<file path="config.mk">
export PLATFORM = sky130hd
export DESIGN_NAME = icache_refill_ctrl
export DESIGN_NICKNAME = d
export VERILOG_FILES = /design/src/rtl/icache_refill_ctrl.sv
export SDC_FILE = /design/constraint.sdc
export NUM_CORES = 1
export LEC_CHECK = 0
export ABC_CLOCK_PERIOD_IN_PS = 2000
export CAP_MARGIN = 20
export CORE_MARGIN = 10
export CORE_UTILIZATION = 35
export CTS_CLUSTER_DIAMETER = 80
export CTS_CLUSTER_SIZE = 8
export DETAILED_ROUTE_END_ITERATION = 10
export PLACE_DENSITY = 0.71
export SLEW_MARGIN = 20
export SYNTH_ARGS = -nofsm -noshare
export SYNTH_HDL_FRONTEND = slang
export SYNTH_SLANG_ARGS = --single-unit
</file>
<file path="constraint.sdc">
create_clock -name clk -period 2 [get_ports clk]
set_clock_uncertainty 0.15 [all_clocks]
set_input_delay 0.4 -clock clk [delete_from_list [all_inputs] [get_ports clk]]
set_output_delay 0.4 -clock clk [all_outputs]
set_load 0.02 [all_outputs]
</file>
<file path="src/rtl/icache_refill_ctrl.sv">
`default_nettype none
// ============================================================================
// Module   : icache_refill_ctrl
// Purpose  : Memory-side refill engine for one instruction-cache set. Takes a
//            miss address, reads the whole cacheline one word at a time over
//            a req/gnt/rvalid port, assembles it in a line buffer and hands it
//            to the set with a one-hot, round-robin victim select.
// Ports    : clk, reset_i                      clock, sync active-high reset
//            miss_valid_i/miss_addr_i/miss_ready_o   miss request handshake
//            mem_req_o/mem_addr_o/mem_gnt_i          memory read request
//            mem_rvalid_i/mem_rdata_i                memory read data
//            fill_valid_o/fill_addr_o/fill_data_o    completed line to the set
//            replace_o                               one-hot victim select
// Revision : 1.0  initial release
// ============================================================================
module icache_refill_ctrl #(
    parameter int N_CACHELINE_LENGTH = 4,
    parameter int N_CACHELINES       = 8,
    parameter int BITSIZE            = 32
) (
    input  logic                              clk,
    input  logic                              reset_i,
    input  logic                              miss_valid_i,
    input  logic [31:0]                       miss_addr_i,
    output logic                              miss_ready_o,
    output logic                              mem_req_o,
    output logic [31:0]                       mem_addr_o,
    input  logic                              mem_gnt_i,
    input  logic                              mem_rvalid_i,
    input  logic [BITSIZE-1:0]                mem_rdata_i,
    output logic                              fill_valid_o,
    output logic [31:0]                       fill_addr_o,
    output logic [BITSIZE*N_CACHELINE_LENGTH-1:0] fill_data_o,
    output logic [N_CACHELINES-1:0]           replace_o
);

    // Byte-offset bits inside a line; word index occupies [c_OFS-1:2].
    localparam int c_CW  = $clog2(N_CACHELINE_LENGTH);
    localparam int c_OFS = c_CW + 2;
    localparam int c_VW  = (N_CACHELINES > 1) ? $clog2(N_CACHELINES) : 1;

    localparam logic [c_CW-1:0] c_LAST_WORD   = c_CW'(N_CACHELINE_LENGTH - 1);
    localparam logic [c_VW-1:0] c_LAST_VICTIM = c_VW'(N_CACHELINES - 1);
    localparam logic [N_CACHELINES-1:0] c_ONE_HOT0 = N_CACHELINES'(1);

    localparam logic [1:0] c_ST_IDLE = 2'd0;
    localparam logic [1:0] c_ST_REQ  = 2'd1;
    localparam logic [1:0] c_ST_WAIT = 2'd2;
    localparam logic [1:0] c_ST_FILL = 2'd3;

    logic [1:0]                          r_state;
    logic [31:c_OFS]                     r_tag;       // line address of refill in flight
    logic [31:c_OFS]                     r_fill_tag;  // line address of last completed line
    logic [c_CW-1:0]                     r_cnt;
    logic [c_VW-1:0]                     r_victim;
    logic [BITSIZE*N_CACHELINE_LENGTH-1:0] r_line;

    // Offset bits of the miss address are deliberately dropped.
    logic w_unused_offset;
    assign w_unused_offset = &{1'b0, miss_addr_i[c_OFS-1:0]};

    always_ff @(posedge clk) begin
        if (reset_i) begin
            r_state    <= c_ST_IDLE;
            r_tag      <= '0;
            r_fill_tag <= '0;
            r_cnt      <= '0;
            r_victim   <= '0;
            r_line     <= '0;
        end else begin
            case (r_state)
                c_ST_IDLE: begin
                    if (miss_valid_i) begin
                        r_tag   <= miss_addr_i[31:c_OFS];
                        r_cnt   <= '0;
                        r_state <= c_ST_REQ;
                    end
                end
                c_ST_REQ: begin
                    // Request and address stay up until the memory grants.
                    if (mem_gnt_i) begin
                        r_state <= c_ST_WAIT;
                    end
                end
                c_ST_WAIT: begin
                    if (mem_rvalid_i) begin
                        for (int k = 0; k < N_CACHELINE_LENGTH; k++) begin
                            if (r_cnt == c_CW'(k)) begin
                                r_line[k*BITSIZE +: BITSIZE] <= mem_rdata_i;
                            end
                        end
                        if (r_cnt == c_LAST_WORD) begin
                            r_fill_tag <= r_tag;
                            r_state    <= c_ST_FILL;
                        end else begin
                            r_cnt   <= r_cnt + 1'b1;
                            r_state <= c_ST_REQ;
                        end
                    end
                end
                c_ST_FILL: begin
                    // Victim advances after it has been presented this cycle.
                    if (r_victim == c_LAST_VICTIM) begin
                        r_victim <= '0;
                    end else begin
                        r_victim <= r_victim + 1'b1;
                    end
                    r_state <= c_ST_IDLE;
                end
                default: r_state <= c_ST_IDLE;
            endcase
        end
    end

    // Moore outputs, decoded only from registered state.
    assign miss_ready_o = (r_state == c_ST_IDLE);
    assign mem_req_o    = (r_state == c_ST_REQ);
    assign mem_addr_o   = (r_state == c_ST_REQ) ? {r_tag, r_cnt, 2'b00} : 32'd0;
    assign fill_valid_o = (r_state == c_ST_FILL);
    assign fill_addr_o  = {r_fill_tag, {c_OFS{1'b0}}};
    assign fill_data_o  = r_line;
    assign replace_o    = (r_state == c_ST_FILL) ? (c_ONE_HOT0 << r_victim) : '0;

endmodule
`default_nettype wire

</file>
==> impl_results.html, run 1 <==
<table>
<tr><th>Metric</th><th>Value</th></tr>
<tr><th colspan="2">Global routing</th></tr>
<tr><td>First-pass GRT wire length</td><td>about 37000 µm</td></tr>
<tr><td>Pin count of the biggest net entering global routing</td><td>38</td></tr>
<tr><td>All-Layer GR Usage</td><td>0.175</td></tr>
<tr><td>Antenna violations before repair</td><td>0</td></tr>
<tr><td>Gr ovfl total</td><td>0</td></tr>
<tr><td>Number of global-route vias before repair</td><td>approximately 6700</td></tr>
<tr><th colspan="2">Yosys</th></tr>
<tr><td>Syn_area_per_cell</td><td>approximately 8 µm²</td></tr>
<tr><td>Register bit count reported by yosys</td><td>between 150 and 200</td></tr>
<tr><td>Share of the yosys chip area belonging to registers</td><td>0.523</td></tr>
<tr><td>Synth cell types</td><td>31</td></tr>
<tr><td>Cell area after synthesis</td><td>around 7300 µm²</td></tr>
<tr><td>Number of warnings issued by yosys</td><td>0</td></tr>
<tr><td>Cells after synthesis</td><td>between 900 and 1000</td></tr>
<tr><th colspan="2">Power</th></tr>
<tr><td>Clock power share</td><td>0.435</td></tr>
<tr><td>Power, Total</td><td>approximately 0.0080 W</td></tr>
<tr><td>Internal Pwr Total</td><td>0.00594 W</td></tr>
<tr><td>Total power density per cell area</td><td>712 nW/µm²</td></tr>
<tr><td>Switching power share of the total</td><td>0.256</td></tr>
<tr><td>Net load switching power</td><td>0.00204 W</td></tr>
<tr><td>IR drop worst, VDD</td><td>between 0.5 and 0.6 mV</td></tr>
<tr><td>Proportion of power drawn by combinational gates</td><td>0.078</td></tr>
<tr><td>Power share of the sequential group</td><td>0.487</td></tr>
<tr><td>Leakage power total</td><td>about 4.6 nW</td></tr>
<tr><th colspan="2">Critical path</th></tr>
<tr><td>Category of the worst setup path capture point</td><td>primary output</td></tr>
<tr><td>Signal arrival time at the worst endpoint</td><td>1.49 ns</td></tr>
<tr><td>Critical-path maximum fanout</td><td>15</td></tr>
<tr><td>Startpoint types</td><td>flip-flop</td></tr>
<tr><td>Required time reported for the critical path endpoint</td><td>around 1.5 ns</td></tr>
<tr><td>Path type of the worst setup path</td><td>flip-flop to primary output</td></tr>
<tr><th colspan="2">Min path</th></tr>
<tr><td>Hold Crit Class</td><td>primary input to flip-flop</td></tr>
<tr><th colspan="2">Clock network</th></tr>
<tr><td>Clock Root Buffer</td><td>sky130_fd_sc_hd__clkbuf_16</td></tr>
<tr><td>Post-CTS Setup Bufs</td><td>0</td></tr>
<tr><td>Clock sinks</td><td>191</td></tr>
<tr><td>TritonCTS clock tree</td><td>built</td></tr>
<tr><td>Worst-skew pair later-pin latency</td><td>about 0.43 ns</td></tr>
<tr><td>Clock transition time at the flip-flop clock pins of the worst setup and hold paths</td><td>about 0.070 ns</td></tr>
<tr><td>Maximum level of the CTS H-tree</td><td>4</td></tr>
<tr><td>Number of CTS-inserted buffers</td><td>17</td></tr>
<tr><td>Number of buffers inserted for hold repair after clock tree synthesis</td><td>0</td></tr>
<tr><td>Largest buffer count on any clock path</td><td>2</td></tr>
<tr><th colspan="2">Routing</th></tr>
<tr><td>Detailed-route wire length</td><td>25300 µm</td></tr>
<tr><td>DR DRC count</td><td>0</td></tr>
<tr><td>Number of routed nets with antenna violations</td><td>0</td></tr>
<tr><td>Detailed router's first-iteration violation count</td><td>~360</td></tr>
<tr><td>Number of iterations in the first detailed-routing pass</td><td>5</td></tr>
<tr><td>Routed wire per std cell</td><td>between 15 and 20 µm</td></tr>
<tr><td>Total via count after detailed routing</td><td>6932</td></tr>
<tr><td>Via density per instance</td><td>4.79</td></tr>
<tr><th colspan="2">STA</th></tr>
<tr><td>Slew Viols, Final</td><td>0</td></tr>
<tr><td>Final number of hold-violating endpoints</td><td>0</td></tr>
<tr><td>Final worst-path setup slack</td><td>-0.0392 ns</td></tr>
<tr><td>Final Setup Violations</td><td>28</td></tr>
<tr><td>Highest achievable clock rate</td><td>490 MHz</td></tr>
<tr><td>Clock period minus worst slack</td><td>between 2 and 2.5 ns</td></tr>
<tr><td>Unrepaired setup endpoints after global routing</td><td>true</td></tr>
<tr><td>Part of the cycle the worst path needs</td><td>1.02</td></tr>
<tr><th colspan="2">Finish</th></tr>
<tr><td>Most common library cell in the layout ignoring fill and taps</td><td>sky130_fd_sc_hd__nand2_1</td></tr>
<tr><td>Diode insertion count for antenna repair</td><td>0</td></tr>
<tr><td>Layout fillers</td><td>between 1500 and 2000</td></tr>
<tr><td>Fraction of layout instances using a drive strength above 1</td><td>0.134</td></tr>
<tr><td>Area Overhead vs Synth</td><td>53.1%</td></tr>
<tr><td>Leading cell types in the layout, fill and taps excluded</td><td>371 x sky130_fd_sc_hd__nand2_1, 186 x sky130_fd_sc_hd__dfxtp_1, 177 x sky130_fd_sc_hd__clkdlybuf4s50_1, 174 x sky130_fd_sc_hd__a21oi_1, 37 x sky130_fd_sc_hd__dlymetal6s2s_1</td></tr>
<tr><td>Count of nets after finishing</td><td>around 1200</td></tr>
<tr><th colspan="2">Status</th></tr>
<tr><td>Violated checks</td><td>negative setup slack</td></tr>
<tr><td>Outcome</td><td>finished, violations left</td></tr>
<tr><th colspan="2">Placed design</th></tr>
<tr><td>Port Buffers</td><td>~260</td></tr>
<tr><td>Hpwl dp</td><td>around 17000 µm</td></tr>
<tr><td>Routability cong.</td><td>0.794</td></tr>
<tr><td>Pre-CTS worst setup slack</td><td>-0.145 ns</td></tr>
<tr><th colspan="2">Floorplanning</th></tr>
<tr><td>Die H</td><td>between 150 and 200 µm</td></tr>
<tr><td>IO Pins</td><td>about 270</td></tr>
<tr><td>Die Width</td><td>between 150 and 200 µm</td></tr>
<tr><td>Initial standard-cell utilization of the core</td><td>0.358</td></tr>
<tr><td># rows</td><td>52</td></tr>
<tr><td>Overall die area</td><td>between 20000 and 30000 µm²</td></tr>
<tr><td>Core Region</td><td>20400 µm²</td></tr>
<tr><th colspan="2">Flow run</th></tr>
<tr><td>Max-capacitance violation count</td><td>0</td></tr>
</table>
## power by group through the flow
stage | combinational (W) | sequential [W] | clock (W)
2_1_floorplan | 0.000269 | 0.00398 | 0
3_3_place_gp | 0.000595 | 0.00397 | 0
3_5_place_dp | 0.000599 | 0.00398 | 0
4_1_cts | 0.000588 | 0.00389 | 0.00358
5_1_grt | 0.000675 | 0.00389 | 0.00370
6_report | 0.000626 | 0.00389 | 0.00347
## worst paths after layout
kind                                 startpoint                            end  slack, ns  cells past startpoint
setup / recovery        r_state[1]$_SDFFE_PP0P_                 mem_addr_o[15]      -0.04                      4
hold / removal                          reset_i   fill_data_o[65]$_SDFFE_PP0P_       0.18                      2
setup reg to reg          r_cnt[0]$_SDFFE_PP0P_     r_fill_tag[4]$_SDFFE_PP0P_       0.30                      5
hold reg to reg   fill_data_o[123]$_SDFFE_PP0P_  fill_data_o[123]$_SDFFE_PP0P_       0.30                      2
## metrics by stage
stage	util	setup TNS [ns]	instances	instance area [µm²]	hold WS, ns
CTS	0.528	-1.20	1445	10800	0.154
global route	0.548	-2.61	1447	11200	0.168
global placement	0.505	-7.03	1413	10300	0.290
finish	0.548	-0.567	1447	11200	0.180
detailed placement	0.505	-10.73	1413	10300	0.296
floorplan	-	0	919	7340	0.291
## per-layer routing
layer | global-route usage | vias up | wire length [µm]
li1 | - | 3421 | -
met1 | 0.205 | 3233 | 10200
met2 | 0.285 | 256 | 11900
met3 | 0.0787 | 22 | 2820
met4 | 0.0463 | 0 | 293
met5 | 0 | - | 0
## flip-flops by register name, indices dropped and copies added (netlist names)
register,cells
r_cnt,2
r_state,2
r_fill_tag,28
fill_data_o,128
r_victim,3
r_tag,28
## worst max-delay path: stages, from the launching register on
cell,delay (ns)
sky130_fd_sc_hd__dfxtp_2,0.32
sky130_fd_sc_hd__and2b_4,0.30
sky130_fd_sc_hd__buf_12,0.15
sky130_fd_sc_hd__and2_1,0.16
sky130_fd_sc_hd__buf_6,0.13
## cell families (layout without fill, tap and decap cells)
logic type | after synthesis | count (layout) | synth area share
buffers and inverters | 80 | 338 | 0.0650
adders and majority gates | 10 | 10 | 0.0171
muxes | 2 | 2 | 0.00274
and+or+nand+nor | 438 | 438 | 0.252
other | 1 | 6 | 0.000513
AOI/OAI and AO/OA | 192 | 192 | 0.140
DFF | 191 | 191 | 0.523
## what timing repair did
action,in CTS,in global routing
pin swaps,0,6
cloned,0,2
endpoints found under the setup margin,46,76
gates resized for setup,195,120
## layout make-up
class / instances / area [µm²] / area share
Inverter: 5 / 23.8 / 0.00212
Clock inverter: 15 / 174 / 0.0155
Multi-Input combinational cell: 648 / 3160 / 0.282
Timing Repair Buffer: 301 / 3250 / 0.290
Tap cell: 270 / 338 / 0.0302
Clock buffer: 17 / 425 / 0.0380
Sequential cell: 191 / 3830 / 0.342
## cells in the mapped netlist
cell type / count / share of area
sky130_fd_sc_hd__a211o_1: 1 / 0.0012
sky130_fd_sc_hd__a211oi_1: 1 / 0.0010
sky130_fd_sc_hd__a21o_1: 1 / 0.0010
sky130_fd_sc_hd__a21oi_1: 174 / 0.12
sky130_fd_sc_hd__a21oi_2: 13 / 0.016
sky130_fd_sc_hd__a31oi_1: 1 / 0.00086
sky130_fd_sc_hd__and2_1: 31 / 0.027
sky130_fd_sc_hd__and2b_1: 1 / 0.0010
sky130_fd_sc_hd__and3_1: 8 / 0.0068
sky130_fd_sc_hd__and4b_1: 4 / 0.0055
sky130_fd_sc_hd__buf_1: 1 / 0.00051
sky130_fd_sc_hd__buf_2: 26 / 0.018
sky130_fd_sc_hd__buf_4: 13 / 0.013
sky130_fd_sc_hd__buf_6: 11 / 0.017
sky130_fd_sc_hd__buf_8: 1 / 0.0021
sky130_fd_sc_hd__clkbuf_1: 23 / 0.012
sky130_fd_sc_hd__conb_1: 1 / 0.00051
sky130_fd_sc_hd__dfxtp_1: 191 / 0.52
sky130_fd_sc_hd__ha_1: 10 / 0.017
sky130_fd_sc_hd__inv_1: 5 / 0.0026
sky130_fd_sc_hd__mux2i_1: 2 / 0.0027
sky130_fd_sc_hd__nand2_1: 371 / 0.19
sky130_fd_sc_hd__nand2b_1: 5 / 0.0043
sky130_fd_sc_hd__nand3b_1: 1 / 0.0010
sky130_fd_sc_hd__nand4b_1: 4 / 0.0048
sky130_fd_sc_hd__nand4b_2: 1 / 0.0021
sky130_fd_sc_hd__nor2_1: 7 / 0.0036
sky130_fd_sc_hd__nor2b_1: 3 / 0.0026
sky130_fd_sc_hd__nor3b_4: 1 / 0.0026
sky130_fd_sc_hd__o32ai_1: 1 / 0.0012
sky130_fd_sc_hd__or3b_1: 1 / 0.0012
No activity file was read; power rests on OpenSTA's default activity.
==> inputs of run 2 (changes only) <==
--- a/config.mk
+++ b/config.mk
@@ -8,11 +8,11 @@
 export ABC_CLOCK_PERIOD_IN_PS = 2000
 export CAP_MARGIN = 20
 export CORE_MARGIN = 10
-export CORE_UTILIZATION = 35
+export CORE_UTILIZATION = 40
 export CTS_CLUSTER_DIAMETER = 80
 export CTS_CLUSTER_SIZE = 8
 export DETAILED_ROUTE_END_ITERATION = 10
-export PLACE_DENSITY = 0.71
+export PLACE_DENSITY = 0.78
 export SLEW_MARGIN = 20
 export SYNTH_ARGS = -nofsm -noshare
 export SYNTH_HDL_FRONTEND = slang
==> run 2 against run 1 <==
Compared with the run above:
- the flow still finishes with violations (negative setup slack)
- core utilization rose by 6.7 points
- first-iteration DRC count fell by 5.0%
- combinational power fell by 2%
- largest power group unchanged
- maximum frequency rose by 1.4%
- hold slack improved by 0.057 ns
==> impl_results.html, run 2 (synthesis gave the netlist of run 1 again) <==
<table>
<tr><th>Metric</th><th>Value</th></tr>
<tr><th colspan="2">Status</th></tr>
<tr><td>Outcome</td><td>finished, violations left</td></tr>
<tr><td>Violated checks</td><td>negative setup slack</td></tr>
<tr><th colspan="2">STA</th></tr>
<tr><td>Final number of hold-violating endpoints</td><td>0</td></tr>
<tr><td>Highest achievable clock rate</td><td>around 500 MHz</td></tr>
<tr><td>Final Setup Violations</td><td>20</td></tr>
<tr><td>Slew Viols, Final</td><td>0</td></tr>
<tr><td>Unrepaired setup endpoints after global routing</td><td>true</td></tr>
<tr><td>Final worst-path setup slack</td><td>-0.0113 ns</td></tr>
<tr><td>Clock period minus worst slack</td><td>2.01 ns</td></tr>
<tr><td>Part of the cycle the worst path needs</td><td>1.01</td></tr>
<tr><td>Setup TNS after final layout</td><td>-0.113 ns</td></tr>
<tr><th colspan="2">Finish</th></tr>
<tr><td>Leading cell types in the layout, fill and taps excluded</td><td>371 x sky130_fd_sc_hd__nand2_1, 193 x sky130_fd_sc_hd__clkdlybuf4s50_1, 186 x sky130_fd_sc_hd__dfxtp_1, 174 x sky130_fd_sc_hd__a21oi_1, 38 x sky130_fd_sc_hd__buf_6</td></tr>
<tr><td>Most common library cell in the layout ignoring fill and taps</td><td>sky130_fd_sc_hd__nand2_1</td></tr>
<tr><td>Diode insertion count for antenna repair</td><td>0</td></tr>
<tr><td>Fraction of layout instances using a drive strength above 1</td><td>0.135</td></tr>
<tr><td>Count of nets after finishing</td><td>1238</td></tr>
<tr><td>Number of flip-flops in the largest register</td><td>around 130</td></tr>
<tr><td>Area Overhead vs Synth</td><td>51.1%</td></tr>
<tr><th colspan="2">Clock network</th></tr>
<tr><td>Clock sinks</td><td>approximately 190</td></tr>
<tr><td>Number of CTS-inserted buffers</td><td>17</td></tr>
<tr><td>TritonCTS clock tree</td><td>built</td></tr>
<tr><td>Largest buffer count on any clock path</td><td>2</td></tr>
<tr><td>Number of buffers inserted for hold repair after clock tree synthesis</td><td>0</td></tr>
<tr><td>Clock Root Buffer</td><td>sky130_fd_sc_hd__clkbuf_16</td></tr>
<tr><td>Maximum level of the CTS H-tree</td><td>4</td></tr>
<tr><td>Worst-skew pair later-pin latency</td><td>roughly 0.42 ns</td></tr>
<tr><td>Clock transition time at the flip-flop clock pins of the worst setup and hold paths</td><td>around 0.070 ns</td></tr>
<tr><th colspan="2">Power</th></tr>
<tr><td>IR drop worst, VDD</td><td>0.540 mV</td></tr>
<tr><td>Power, Total</td><td>0.00785 W</td></tr>
<tr><td>Total power density per cell area</td><td>just over 700 nW/µm²</td></tr>
<tr><td>Leakage power total</td><td>4.35 nW</td></tr>
<tr><th colspan="2">Critical path</th></tr>
<tr><td>Path type of the worst setup path</td><td>flip-flop to primary output</td></tr>
<tr><td>Required time reported for the critical path endpoint</td><td>about 1.5 ns</td></tr>
<tr><td>Critical-path maximum fanout</td><td>16</td></tr>
<tr><td>Signal arrival time at the worst endpoint</td><td>roughly 1.5 ns</td></tr>
<tr><td>Startpoint types</td><td>flip-flop</td></tr>
<tr><td>Category of the worst setup path capture point</td><td>primary output</td></tr>
<tr><td>RR Startpoint</td><td>r_state[1]$_SDFFE_PP0P_</td></tr>
<tr><td>Worst Setup SP</td><td>r_state[1]$_SDFFE_PP0P_</td></tr>
<tr><th colspan="2">Min path</th></tr>
<tr><td>Hold Crit Class</td><td>primary input to flip-flop</td></tr>
<tr><td>Min-delay src</td><td>reset_i</td></tr>
<tr><th colspan="2">Routing</th></tr>
<tr><td>Number of iterations in the first detailed-routing pass</td><td>5</td></tr>
<tr><td>Detailed router's first-iteration violation count</td><td>approximately 340</td></tr>
<tr><td>DR DRC count</td><td>0</td></tr>
<tr><td>Total via count after detailed routing</td><td>between 6000 and 7000</td></tr>
<tr><td>Routed wire per std cell</td><td>~17 µm</td></tr>
<tr><td>Number of routed nets with antenna violations</td><td>0</td></tr>
<tr><td>Via density per instance</td><td>between 4 and 5</td></tr>
<tr><td>Detailed-route wire length</td><td>24100 µm</td></tr>
<tr><th colspan="2">Global routing</th></tr>
<tr><td>Gr ovfl total</td><td>0</td></tr>
<tr><td>First-pass GRT wire length</td><td>approximately 37000 µm</td></tr>
<tr><td>Number of global-route vias before repair</td><td>6738</td></tr>
<tr><td>All-Layer GR Usage</td><td>0.189</td></tr>
<tr><td>Antenna violations before repair</td><td>0</td></tr>
<tr><td>Pin count of the biggest net entering global routing</td><td>between 50 and 60</td></tr>
<tr><th colspan="2">Placed design</th></tr>
<tr><td>Routability cong.</td><td>~0.83</td></tr>
<tr><td>Pre-CTS worst setup slack</td><td>-0.0513 ns</td></tr>
<tr><td>Hpwl dp</td><td>16600 µm</td></tr>
<tr><td>Port Buffers</td><td>roughly 260</td></tr>
<tr><th colspan="2">Floorplanning</th></tr>
<tr><td>Die Width</td><td>around 160 µm</td></tr>
<tr><td>Core Region</td><td>18000 µm²</td></tr>
<tr><td>Overall die area</td><td>between 20000 and 25000 µm²</td></tr>
<tr><td>Initial standard-cell utilization of the core</td><td>0.407</td></tr>
<tr><td>Die H</td><td>155 µm</td></tr>
<tr><td>IO Pins</td><td>272</td></tr>
<tr><td># rows</td><td>49</td></tr>
<tr><th colspan="2">Flow run</th></tr>
<tr><td>Max-capacitance violation count</td><td>0</td></tr>
</table>
run 2: final timing paths:
| kind | endpoint | slack (ns) | cells after the start |
|---|---|---|---|
| worst max-delay path | mem_addr_o[27] | -0.01 | 4 |
| worst min-delay path | fill_data_o[98]$_SDFFE_PP0P_ | 0.24 | 2 |
| worst max register to register | r_tag[18]$_SDFFE_PP0P_ | 0.28 | 6 |
| worst min register to register | fill_data_o[61]$_SDFFE_PP0P_ | 0.30 | 2 |
run 2: area by class of cell:
type | count | area, µm²
Multi-Input combinational cell | 648 | 3160
Inverter | 5 | 21.3
Clock buffer | 17 | 425
Timing Repair Buffer | 296 | 3180
Tap cell | 229 | 287
Clock inverter | 15 | 149
Sequential cell | 191 | 3830
Fill cell | 1564 | 6900
run 2: timing repair:
| action | in CTS | in global routing |
|---|---|---|
| buffers inserted | 1 | 0 |
| pin swaps | 1 | 5 |
| cloned | 1 | 0 |
| gates resized for setup | 247 | 59 |
| endpoints found under the setup margin | 42 | 65 |
run 2: layer usage:
metal  share of wire  track usage
met1            0.40        0.220
met2            0.47        0.301
met3            0.11       0.0913
met4           0.019       0.0597
met5               0            0
run 2: metrics by stage:
stage	cells	hold WS [ns]	utilization	area (µm²)
after detailed placement	1367	0.296	0.569	10200
after global routing	1401	0.243	0.616	11100
after floorplan	919	0.291	-	7340
final	1401	0.237	0.616	11100
after CTS	1401	0.222	0.606	10900
after global placement	1367	0.291	0.569	10200
run 2: worst max-delay path, stage by stage (launching register included):
cell	delay, ns
sky130_fd_sc_hd__dfxtp_2	0.32
sky130_fd_sc_hd__and2b_4	0.29
sky130_fd_sc_hd__buf_12	0.15
sky130_fd_sc_hd__and2_1	0.15
sky130_fd_sc_hd__buf_6	0.12
run 2: where the power goes:
part,leakage (nW),internal [W],switching (W)
Combinational,2.52,0.000290,0.000325
Clock,0.282,0.00176,0.00158
Sequential,1.55,0.00385,0.0000395
